===== config.mk =====
export PLATFORM = sky130hd
export DESIGN_NAME = mem_arbiter
export DESIGN_NICKNAME = d
export VERILOG_FILES = /design/src/rtl/mem_arbiter.sv
export SDC_FILE = /design/constraint.sdc
export NUM_CORES = 1
export LEC_CHECK = 0
export ABC_CLOCK_PERIOD_IN_PS = 6600
export CAP_MARGIN = 5
export CORE_MARGIN = 2
export CORE_UTILIZATION = 54
export CTS_CLUSTER_DIAMETER = 50
export DETAILED_ROUTE_END_ITERATION = 7
export PLACE_DENSITY = 0.88
export SYNTH_ARGS = -nofsm -noshare
export SYNTH_HDL_FRONTEND = slang
export SYNTH_SLANG_ARGS = --single-unit

===== constraint.sdc =====
create_clock -name clk_in -period 6.6 [get_ports clk_in]
set_input_delay 1.32 -clock clk_in [delete_from_list [all_inputs] [get_ports clk_in]]
set_output_delay 1.32 -clock clk_in [all_outputs]
set_load 0.005 [all_outputs]

===== src/rtl/mem_arbiter.sv =====
// rtl/mem_arbiter.sv - byte-serial memory port shared by icache fills and the load/store unit
// Reads see one cycle of memory latency; stores to the UART window wait while its buffer is full.
module mem_arbiter #(
  parameter int FILL_LEN = 16
) (
  input  logic        clk_in,
  input  logic        rst_in,
  input  logic        rdy_in,
  input  logic [7:0]  mem_din,
  output logic [7:0]  mem_dout,
  output logic [31:0] mem_a,
  output logic        mem_wr,
  input  logic        io_buffer_full,
  input  logic        clear_in,
  input  logic        ic_req,
  input  logic [31:0] ic_addr,
  output logic [7:0]  ic_byte,
  output logic        ic_byte_valid,
  output logic        ic_done,
  input  logic        lsb_req,
  input  logic        lsb_wr,
  input  logic [31:0] lsb_addr,
  input  logic [1:0]  lsb_size,
  input  logic [31:0] lsb_wdata,
  output logic [31:0] lsb_rdata,
  output logic        lsb_done
);
  typedef enum logic [2:0] {IDLE, IC_READ, LS_READ, LS_WRITE, IO_WAIT} state_t;

  state_t      state, state_d;
  logic [31:0] base, base_d;
  logic [31:0] wdata, wdata_d;
  logic [31:0] acc, acc_d;
  logic [8:0]  nbytes, nbytes_d;
  logic [9:0]  cnt, cnt_d;
  logic        rr_ic, rr_ic_d;
  logic [7:0]  mem_dout_d, ic_byte_d;
  logic [31:0] mem_a_d, lsb_rdata_d;
  logic        mem_wr_d, ic_byte_valid_d, ic_done_d, lsb_done_d;

  logic [8:0]  ls_len;
  logic [1:0]  rd_idx;
  logic [31:0] next_a;
  logic        grant_ls, grant_ic;

  // rr_ic set means the icache wins the next tie
  assign grant_ls = lsb_req && (!ic_req || !rr_ic);
  assign grant_ic = ic_req && !grant_ls;
  assign next_a   = base + {22'd0, cnt};
  // cnt counts edges since acceptance; the byte landing now was addressed two edges ago
  assign rd_idx   = cnt[1:0] - 2'd2;

  always_comb begin
    case (lsb_size)
      2'd0:    ls_len = 9'd1;
      2'd1:    ls_len = 9'd2;
      default: ls_len = 9'd4;
    endcase
  end

  always_comb begin
    state_d         = state;
    base_d          = base;
    wdata_d         = wdata;
    acc_d           = acc;
    nbytes_d        = nbytes;
    cnt_d           = cnt;
    rr_ic_d         = rr_ic;
    mem_dout_d      = mem_dout;
    mem_a_d         = mem_a;
    mem_wr_d        = mem_wr;
    ic_byte_d       = ic_byte;
    lsb_rdata_d     = lsb_rdata;
    ic_byte_valid_d = 1'b0;
    ic_done_d       = 1'b0;
    lsb_done_d      = 1'b0;

    case (state)
      IDLE: begin
        mem_wr_d = 1'b0;
        mem_a_d  = 32'd0;
        if (!clear_in && grant_ic) begin
          state_d  = IC_READ;
          base_d   = ic_addr;
          nbytes_d = 9'(FILL_LEN);
          cnt_d    = 10'd1;
          mem_a_d  = ic_addr;
          rr_ic_d  = 1'b0;
        end else if (!clear_in && grant_ls) begin
          rr_ic_d  = 1'b1;
          base_d   = lsb_addr;
          wdata_d  = lsb_wdata;
          nbytes_d = ls_len;
          acc_d    = 32'd0;
          cnt_d    = 10'd1;
          if (!lsb_wr) begin
            state_d = LS_READ;
            mem_a_d = lsb_addr;
          end else if (lsb_addr[17:16] == 2'b11 && io_buffer_full) begin
            state_d = IO_WAIT;
          end else begin
            state_d    = LS_WRITE;
            mem_wr_d   = 1'b1;
            mem_a_d    = lsb_addr;
            mem_dout_d = lsb_wdata[7:0];
          end
        end
      end

      IC_READ, LS_READ: begin
        if (clear_in) begin
          state_d = IDLE;
          mem_a_d = 32'd0;
        end else begin
          cnt_d = cnt + 10'd1;
          if (cnt < {1'b0, nbytes}) mem_a_d = next_a;
          if (cnt >= 10'd2) begin
            if (state == IC_READ) begin
              ic_byte_d       = mem_din;
              ic_byte_valid_d = 1'b1;
            end else begin
              acc_d[{rd_idx, 3'b000} +: 8] = mem_din;
            end
          end
          if (cnt == {1'b0, nbytes} + 10'd1) begin
            state_d = IDLE;
            mem_a_d = 32'd0;
            if (state == IC_READ) begin
              ic_done_d = 1'b1;
            end else begin
              lsb_done_d  = 1'b1;
              lsb_rdata_d = acc_d;
            end
          end
        end
      end

      LS_WRITE: begin
        if (cnt < {1'b0, nbytes}) begin
          mem_wr_d   = 1'b1;
          mem_a_d    = next_a;
          mem_dout_d = wdata[{cnt[1:0], 3'b000} +: 8];
          cnt_d      = cnt + 10'd1;
        end else begin
          state_d    = IDLE;
          mem_wr_d   = 1'b0;
          mem_a_d    = 32'd0;
          lsb_done_d = 1'b1;
        end
      end

      IO_WAIT: begin
        if (!io_buffer_full) begin
          state_d    = LS_WRITE;
          mem_wr_d   = 1'b1;
          mem_a_d    = base;
          mem_dout_d = wdata[7:0];
          cnt_d      = 10'd1;
        end
      end

      default: state_d = IDLE;
    endcase
  end

  always_ff @(posedge clk_in) begin
    if (rst_in) begin
      state         <= IDLE;
      base          <= 32'd0;
      wdata         <= 32'd0;
      acc           <= 32'd0;
      nbytes        <= 9'd0;
      cnt           <= 10'd0;
      rr_ic         <= 1'b0;
      mem_dout      <= 8'd0;
      mem_a         <= 32'd0;
      mem_wr        <= 1'b0;
      ic_byte       <= 8'd0;
      ic_byte_valid <= 1'b0;
      ic_done       <= 1'b0;
      lsb_rdata     <= 32'd0;
      lsb_done      <= 1'b0;
    end else if (rdy_in) begin
      state         <= state_d;
      base          <= base_d;
      wdata         <= wdata_d;
      acc           <= acc_d;
      nbytes        <= nbytes_d;
      cnt           <= cnt_d;
      rr_ic         <= rr_ic_d;
      mem_dout      <= mem_dout_d;
      mem_a         <= mem_a_d;
      mem_wr        <= mem_wr_d;
      ic_byte       <= ic_byte_d;
      ic_byte_valid <= ic_byte_valid_d;
      ic_done       <= ic_done_d;
      lsb_rdata     <= lsb_rdata_d;
      lsb_done      <= lsb_done_d;
    end
  end
endmodule


# Yosys cells after proc, flatten, opt, wreduce, memory -nomap -nowiden
# Cells that the tools add are included.
[classes]
n_addsub = 5
n_lt_le_gt_ge = 2
eq_ne = 18
shift = 3
muxes = 65
bitwise_logic = 3
reduce_logical = 27
[ops]
columns = ["operator", "n"]
rows = [
  ["32-bit two-way mux", 16],
  ["32-bit case mux with 4 select lines", 1],
  ["32-bit case mux with 2 select lines", 1],
  ["10-bit two-way mux", 5],
  ["8-bit two-way mux", 6],
  ["10-bit case mux with 4 select lines", 1],
  ["32-bit by 10-bit adder with 32-bit output", 1],
  ["32-bit bitwise mux", 1],
  ["8-bit by 7-bit variable shift with 32-bit output (first input constant)", 1],
  ["32-bit by 6-bit variable part select with 8-bit output", 1],
  ["8-bit by 7-bit variable part select with 32-bit output", 1],
  ["3-bit two-way mux", 8],
  ["8-bit case mux with 3 select lines", 1],
  ["5-bit AND reduction", 4],
  ["1-bit two-way mux", 19],
  ["9-bit two-way mux", 2],
  ["2-bit inequality test (second input constant)", 8],
  ["3-bit case mux with 4 select lines", 1],
  ["10-bit by 1-bit adder with 10-bit output (second input constant)", 1],
  ["9-bit by 1-bit adder with 10-bit output (second input constant)", 1],
  ["10-bit equality test", 1],
  ["10-bit by 2-bit >= comparator with 1-bit output (second input constant)", 1],
  ["10-bit by 9-bit less-than comparator with 1-bit output", 1],
  ["4-bit AND reduction", 2],
  ["25 further kinds", 38],
]
[word_totals]
reg_bits = 203
input_bits = 114
out_inout_bits = 84
word_cells = 138

# Longest topological paths before layout
[logic_depth]
depth_word = 8
depth_mapped = 12
mapped_depth_nobuf = 10

# Worst setup path before layout
# No wires, ideal clock.
[synth_timing]
path_kind = "input to register"
start = "input port clear_in"
end = "register mem_a[18]"
setup_time_ps = 101
t_arrival_ps = 3019
required_ps = 6499
setup_slack_ps = 3480
stages = 6
path_buffers = 3
path_cell_list = "clkbuf_1 -> nor3b_1 -> clkbuf_1 -> buf_1 -> a221oi_1 -> o41ai_1"
[synth_between]
elab_chain_cells = 5
word_cells_on_any_way = 9
cone_classes = "eq/ne: 1; mux: 4; reduce/logical: 4"
[synth_lines]
columns = ["element", "line", "text"]
rows = [
  ["start, declared", "14", "input logic clear_in,"],
  ["1-bit logical NOT", "82, 89", ""],
  ["1-bit logical AND", "89", "end else if (!clear_in && grant_ls) begin"],
  ["32-bit two-way mux", "89", ""],
  ["32-bit two-way mux", "82", "if (!clear_in && grant_ic) begin"],
  ["32-bit case mux with 4 select lines", "78", "case (state)"],
  ["end signal, assigned", "192", "mem_a <= mem_a_d;"],
  ["end, declared", "11", "output logic [31:0] mem_a,"],
]
# Parallel ways exist; a longest one is shown, timed or not.
# A chain may end at the register's enable or synchronous reset.

# Final worst setup path
[layout_timing]
start = "register cnt[1]"
end = "register mem_a[20]"
[layout_between]
elab_chain_cells = 5
word_cells_on_any_way = 10
cone_classes = "add/sub: 1; order compare: 1; eq/ne: 2; mux: 5; reduce/logical: 1"
[layout_lines]
columns = ["element", "line", "text"]
rows = [
  ["start, declared", "35", "logic [9:0] cnt, cnt_d;"],
  ["start signal, assigned", "189", "cnt <= cnt_d;"],
  ["32-bit by 10-bit adder with 32-bit output", "49", "assign next_a = base + {22'd0, cnt};"],
  ["32-bit two-way mux", "116", "if (cnt < {1'b0, nbytes}) mem_a_d = next_a;"],
  ["32-bit two-way mux", "125", "if (cnt == {1'b0, nbytes} + 10'd1) begin"],
  ["32-bit two-way mux", "111", "if (clear_in) begin"],
  ["32-bit case mux with 4 select lines", "78", ""],
]
# Parallel ways exist; a longest one is shown, timed or not. The select of a mux whose other input is x is not followed.

==> flow_summary_export.csv <==
group,metric,value,unit
power_and_ir_drop,finalPower,2.87,mW
synthesis,async_flop_share,0,
finish,finalNetCount,1528,
setup_path,path_buf_inv,1,
detailed_routing,dr.pass1.iters,5,
outcome,outcome,"finished clean",
setup_path,crit_required,6.96,ns
clock_network,insertion_delay,0.45,ns
setup_path,r2r_setup_slack,2.60,ns
finish,drive_above_1_share,0.0605,
detailed_routing,drt_iter0_drc,1308,
power_and_ir_drop,peakVddDrop,0.217,mV
sta,slew_viol_final,0,
power_and_ir_drop,power_density,221,nW/um^2
power_and_ir_drop,leakagePower,4.36,nW
setup_path,critPathMaxStageDelay,0.97,ns
finish,fillers,1464,
placement,numPortBuffers,197,
synthesis,netlist-cell-type-count,88,
global_route,grt_max_degree,87,
placement,hpwl,21.6,mm
sta,layout_setup_ws,2.60,ns
setup_path,worstSetupPathType,"flip-flop to flip-flop",
synthesis,synth-edff-count,0,
global_route,grt-ovfl-total,0,
worst_hold_path,min_path_type,"flip-flop to flip-flop",
setup_path,setup.worst_path.start_class,"flip-flop",
sta,rsz0062_at_grt,"no",
floorplanning,core,18800,um^2
synthesis,yosys_warnings,0,
synthesis,synth.net_count,1400,
setup_path,slowest_stage,"dfxtp_1",
sta,fin_skew,0.00882,ns
clock_network,cts_setup_buffers,0,
placement,place_ws,2.43,ns
flow_run,maxCapViolCount,0,
placement,place_area,12400,um^2
finish,area_delta_synth_final,23.9,%
sta,hold_violations,0,
finish,design_area,12900,um^2
synthesis,ys_ff_latch,198,
detailed_routing,post_drt_wl_per_cell,19.1,um
sta,setup_viol,0,
sta,fin_crit,4.00,ns
global_route,grt_pass1_vias,10100,
floorplanning,io_pins,198,
setup_path,critical_path.top_delay_family,"compound AO/OA/AOI/OAI gates",
clock_network,hold_buffers,0,
synthesis,avgSynthCellArea,8.27,um^2
setup_path,crit_path_cell_trace,"inv_1 > fa_1 > nand2b_1 > a21oi_1 > o21bai_1 > a21boi_0 > nor4bb_1 > a211oi_1 > o31ai_1",
global_route,grt_pass1_wl,50.9,mm
sta,fin_tns_setup,0,ns
synthesis,synthFlopType,"dfxtp_1",
finish,fin_cells,1666,
setup_path,path_max_fanout,19,
placement,gp_routability_congestion,0.922,
clock_network,tritoncts,"done",
clock_network,clockBufferDepth,2,
clock_network,htreeDepth,4,
floorplanning,start_util,0.555,
detailed_routing,ant_nets,0,
detailed_routing,viasPerCell,6.32,
floorplanning,die_w,143,um
detailed_routing,drt_wl_total,31.8,mm
global_route,antenna_found_initial,1,
placement,dpl.cell_count,1633,
setup_path,worst_setup_path_end_kind,"flip-flop",
detailed_routing,num_vias,10500,
floorplanning,die_area,20500,um^2
sta,worstMarginPinSlew,1.23,ns
sta,slew_headroom,0.180,
clock_network,cts.sinks,198,
floorplanning,num_rows,50,
global_route,grt_use_total,0.309,
synthesis,yosysSeqAreaShare,0.379,
synthesis,synth_cells,1264,
floorplanning,fp.dieH,143,um
synthesis,synth.cell_area,10500,um^2
detailed_routing,drc,0,
clock_network,numCtsBuffers,17,
clock_network,post_cts_resized,0,
sta,fmax,250,MHz
setup_path,crit_arrival,4.36,ns
sta,min_period_over_period,0.606,
clock_network,cts_root_buf,"clkbuf_16",
clock_network,path_clk_slew,0.07,ns
[report_power, final]
group	switching (mW)	leakage (nW)	internal, mW	total, mW
Sequential	0.0558	1.61	1.25	1.31
Combinational	0.295	2.48	0.244	0.539
Clock	0.470	0.270	0.554	1.02
Total	0.821	4.36	2.05	2.87
[kinds of logic (layout without fill, tap and decap cells)]
| kind of cell | after synthesis | in the layout | synth area share |
|---|---|---|---|
| AOI/OAI and AO/OA | 380 | 380 | 0.260 |
| and+or+nand+nor | 477 | 477 | 0.204 |
| other | 0 | 1 | 0 |
| xor gates and xnor gates | 26 | 26 | 0.0218 |
| muxes | 48 | 48 | 0.0555 |
| buffers and inverters | 113 | 254 | 0.0522 |
| DFF | 198 | 198 | 0.379 |
| adders and majority gates | 22 | 22 | 0.0270 |
[through the flow]
step / util / hold slack [ns]
3_5_place_dp: 0.657 / 0.445
3_3_place_gp: 0.657 / 0.440
2_1_floorplan: - / 0.431
5_1_grt: 0.688 / 0.473
6_report: 0.688 / 0.455
4_1_cts: 0.688 / 0.454
[layout make-up]
class | count | area (um^2) | area share
Antenna cell | 1 | 2.50 | 0.000193
Clock buffer | 23 | 478 | 0.0369
Clock inverter | 9 | 92.6 | 0.00715
Inverter | 12 | 45.0 | 0.00348
Multi-Input combinational cell | 953 | 5980 | 0.461
Sequential cell | 198 | 3960 | 0.306
Tap cell | 260 | 325 | 0.0251
Timing Repair Buffer | 210 | 2070 | 0.160
[synth_stat cells (8+ instances only)]
cell      count  share of area
xnor2_1      15          0.013
and2_1       13         0.0078
nand2b_1      8         0.0048
o21ai_0      56          0.027
xor2_1       11         0.0092
o22ai_1       8         0.0048
a31oi_1      11         0.0066
clkbuf_1     64          0.023
a311oi_1     38          0.032
a211oi_1     37          0.027
inv_1        11         0.0039
a32o_1       12          0.011
mux4_2        8          0.017
a221oi_1     16          0.013
nand3_1      49          0.023
nor3_1       17         0.0081
mux2i_1      40          0.038
a21oi_1      76          0.036
ha_1         21          0.025
nor2_1      167          0.060
nand2_1     169          0.061
a221o_1      13          0.012
a22oi_1      37          0.027
dfxtp_1     198           0.38
and3_1       10         0.0060
buf_1        15         0.0054
[cells in the final DEF, fill, tap and decap left out, types with 4 or more instances in the layout]
cell type / count
a211o_1: 6
a211o_2: 7
a211oi_1: 37
a21o_1: 6
a21oi_1: 76
a221o_1: 13
a221oi_1: 16
a22o_1: 4
a22oi_1: 37
a311oi_1: 38
a31oi_1: 11
a32o_1: 12
and2_1: 13
and3_1: 10
buf_4: 14
clkbuf_16: 17
clkdlybuf4s50_1: 196
dfxtp_1: 198
ha_1: 21
inv_1: 11
mux2i_1: 40
mux4_2: 8
nand2_1: 169
nand2b_1: 8
nand3_1: 49
nand4_1: 4
nor2_1: 166
nor3_1: 16
nor4_1: 6
o2111ai_1: 4
o211ai_1: 7
o21ai_0: 56
o22ai_1: 8
o31ai_1: 4
xnor2_1: 14
xor2_1: 11
[final timing paths]
path,startpoint,to,cells past startpoint
worst max-delay path,cnt[1],mem_a[20],9
worst min register to register,mem_wr,mem_wr,2
worst max register to register,cnt[1],mem_a[20],9
worst min-delay path,mem_wr,mem_wr,2
[tightest hold or removal path, stage by stage, from the launching register on]
cell and delay, ns:
dfxtp_1 0.31, nand2_1 0.05, a21oi_1 0.05
[layer usage]
layer / track usage / part of all wire / vias up
met5: 0 / 0 / -
li1: - / - / 4911
met2: 0.504 / 0.47 / 587
met1: 0.401 / 0.41 / 4957
met4: 0.112 / 0.023 / 0
met3: 0.0711 / 0.10 / 78
[state kept, by name, indices dropped and copies added (netlist names), 3 cells and up]
name       cells
nbytes         4
ic_byte        8
mem_dout       8
lsb_rdata     32
mem_a         32
wdata         32
base          32
acc           32
state          3
cnt           10
Note: power is estimated with default switching activity, not from simulation.
==> edit: new RTL, same flow settings <==
`FILL_LEN`: 16 -> 8.
--- a/src/rtl/mem_arbiter.sv
+++ b/src/rtl/mem_arbiter.sv
@@ -1,7 +1,7 @@
 // rtl/mem_arbiter.sv - byte-serial memory port shared by icache fills and the load/store unit
 // Reads see one cycle of memory latency; stores to the UART window wait while its buffer is full.
 module mem_arbiter #(
-  parameter int FILL_LEN = 16
+  parameter int FILL_LEN = 8
 ) (
   input  logic        clk_in,
   input  logic        rst_in,
Check against the original RTL: not settled (the Yosys comparison gave no result); the edit may change what the design does.
==> edit against the original RTL <==
Design area about the same; routed wire length is 4.3% lower; combinational power rose by 14%; critical path depth unchanged; final cell count down 5.4%; synthesized area about the same; sequential cell count unchanged; total power increased by 2.1%; critical path type unchanged; setup slack improved by 0.030 ns.
==> edit: results (changes against the original RTL) <==
grt_first_pass_wirelength_um: 48400  # -4.8%
pre_cts_slack_ns: 2.35  # -0.0833 ns
inv_count: 14  # +2
synth-xor-area-share_pct: 1.84  # -0.34 points
netlist_top_cells_area: "dfxtp_1 (38%), mux2i_1 (8.9%), nor2_1 (6.8%), a311oi_1 (3.3%), a211oi_1 (2.9%)"
critPathArrivalTime_ns: 4.26  # -0.10 ns
via_per_inst: 6.34  # +0.29%
use_met3_pct: 7.58  # +0.47 points
nNonClkBuffers: 208  # -0.95%
ys_seq_area_share_pct: 37.9  # about the same
ir_worst_vdd_uv: 212  # -2.2%
grt_use_met1_pct: 36.9  # -3.2 points
grt_max_degree: 94  # +8.0%
first_global_vias: 9730  # -3.4%
fillers: 1432  # -2.2%
m1WireLength_um: 12400  # -4.8%
synth_mux_area_share_pct: 10.6  # +5.1 points
synth_top_cells_by_count: "dfxtp_1 (198), nor2_1 (190), mux2i_1 (93)"
wl_met3_um: 2780  # -12%
hpwl_um: 20900  # -3.1%
routed.top_layer: "met5"
layout.comb_gates.multi_input: 866  # -9.1%
synth-compound-area-share_pct: 22.9  # -3.1 points
path_max_fanout: 17  # -2
synthAdderAreaFrac_pct: 2.70  # about the same
dpl-instance-area_um2: 12400  # +0.24%
p_leak_nw: 4.41  # +1.2%
maxSlewViolCount: 0  # unchanged
use_met2_pct: 47.3  # -3.2 points
max_stage_delay_ns: 0.95  # -0.02 ns
slew_headroom_pct: 16.5  # -1.5 points
status: "finished, final reports clean"
place.gp.congestion: 0.929  # +0.72%
cp_top_family: "compound AO/OA/AOI/OAI gates"
synth_nets: 1311  # -6.4%
final.setup_skew_ns: 0.0135  # +0.00464 ns
grt_usage_pct: 29.4  # -1.5 points
clockBufferCount: 19  # -17%
synthDistinctLibCells: 85  # -3.4%
syn-mean-instance-area_um2: 8.90  # +7.7%
final_cells: 1576  # -5.4%
num-nets-final: 1441  # -5.7%
clock-sinks: 198  # unchanged
multi_input_area_share_pct: 46.4  # +0.29 points
clock_area_share_pct: 4.20  # -0.20 points
num_antenna_cells: 0  # -1
buffer_area_share_pct: 15.8  # -0.12 points
drive_above_1_share_pct: 6.31  # +0.26 points
drt_iter0_drc: 1032  # -21%
wl_per_cell_um: 19.3  # +1.2%
met2_wirelength_um: 14300  # -4.3%
dpl.cell_count: 1546  # -5.3%
switchingPower_mw: 0.863  # +5.2%
area_growth_pct: 23.8  # about the same
==> edit: cell count changes after synthesis, sizes merged, moves of 9 or more <==
cell    change
a21oi      -46
buf        +15
clkbuf     -17
mux2i      +53
nand2     -115
nand2b     +31
nand4       +9
nor2       +24
o21ai      -12
==> edit: worst paths after layout <==
path                              from     endpoint  slack [ns]  cells past startpoint
worst min register to register  acc[7]       acc[7]        0.46                      2
worst min-delay path            acc[7]       acc[7]        0.46                      2
worst max register to register  cnt[0]  mem_dout[7]        2.63                      9
worst max-delay path            cnt[0]  mem_dout[7]        2.63                      9
==> edit: power groups by stage <==
stage / Combinational [mW] / Clock, mW / Sequential [mW]
after floorplan: 0.379 / 0 / 1.32
after global placement: 0.581 / 0 / 1.34
after detailed placement: 0.599 / 0 / 1.35
after CTS: 0.604 / 0.997 / 1.32
after global routing: 0.661 / 1.04 / 1.33
final: 0.613 / 0.995 / 1.32
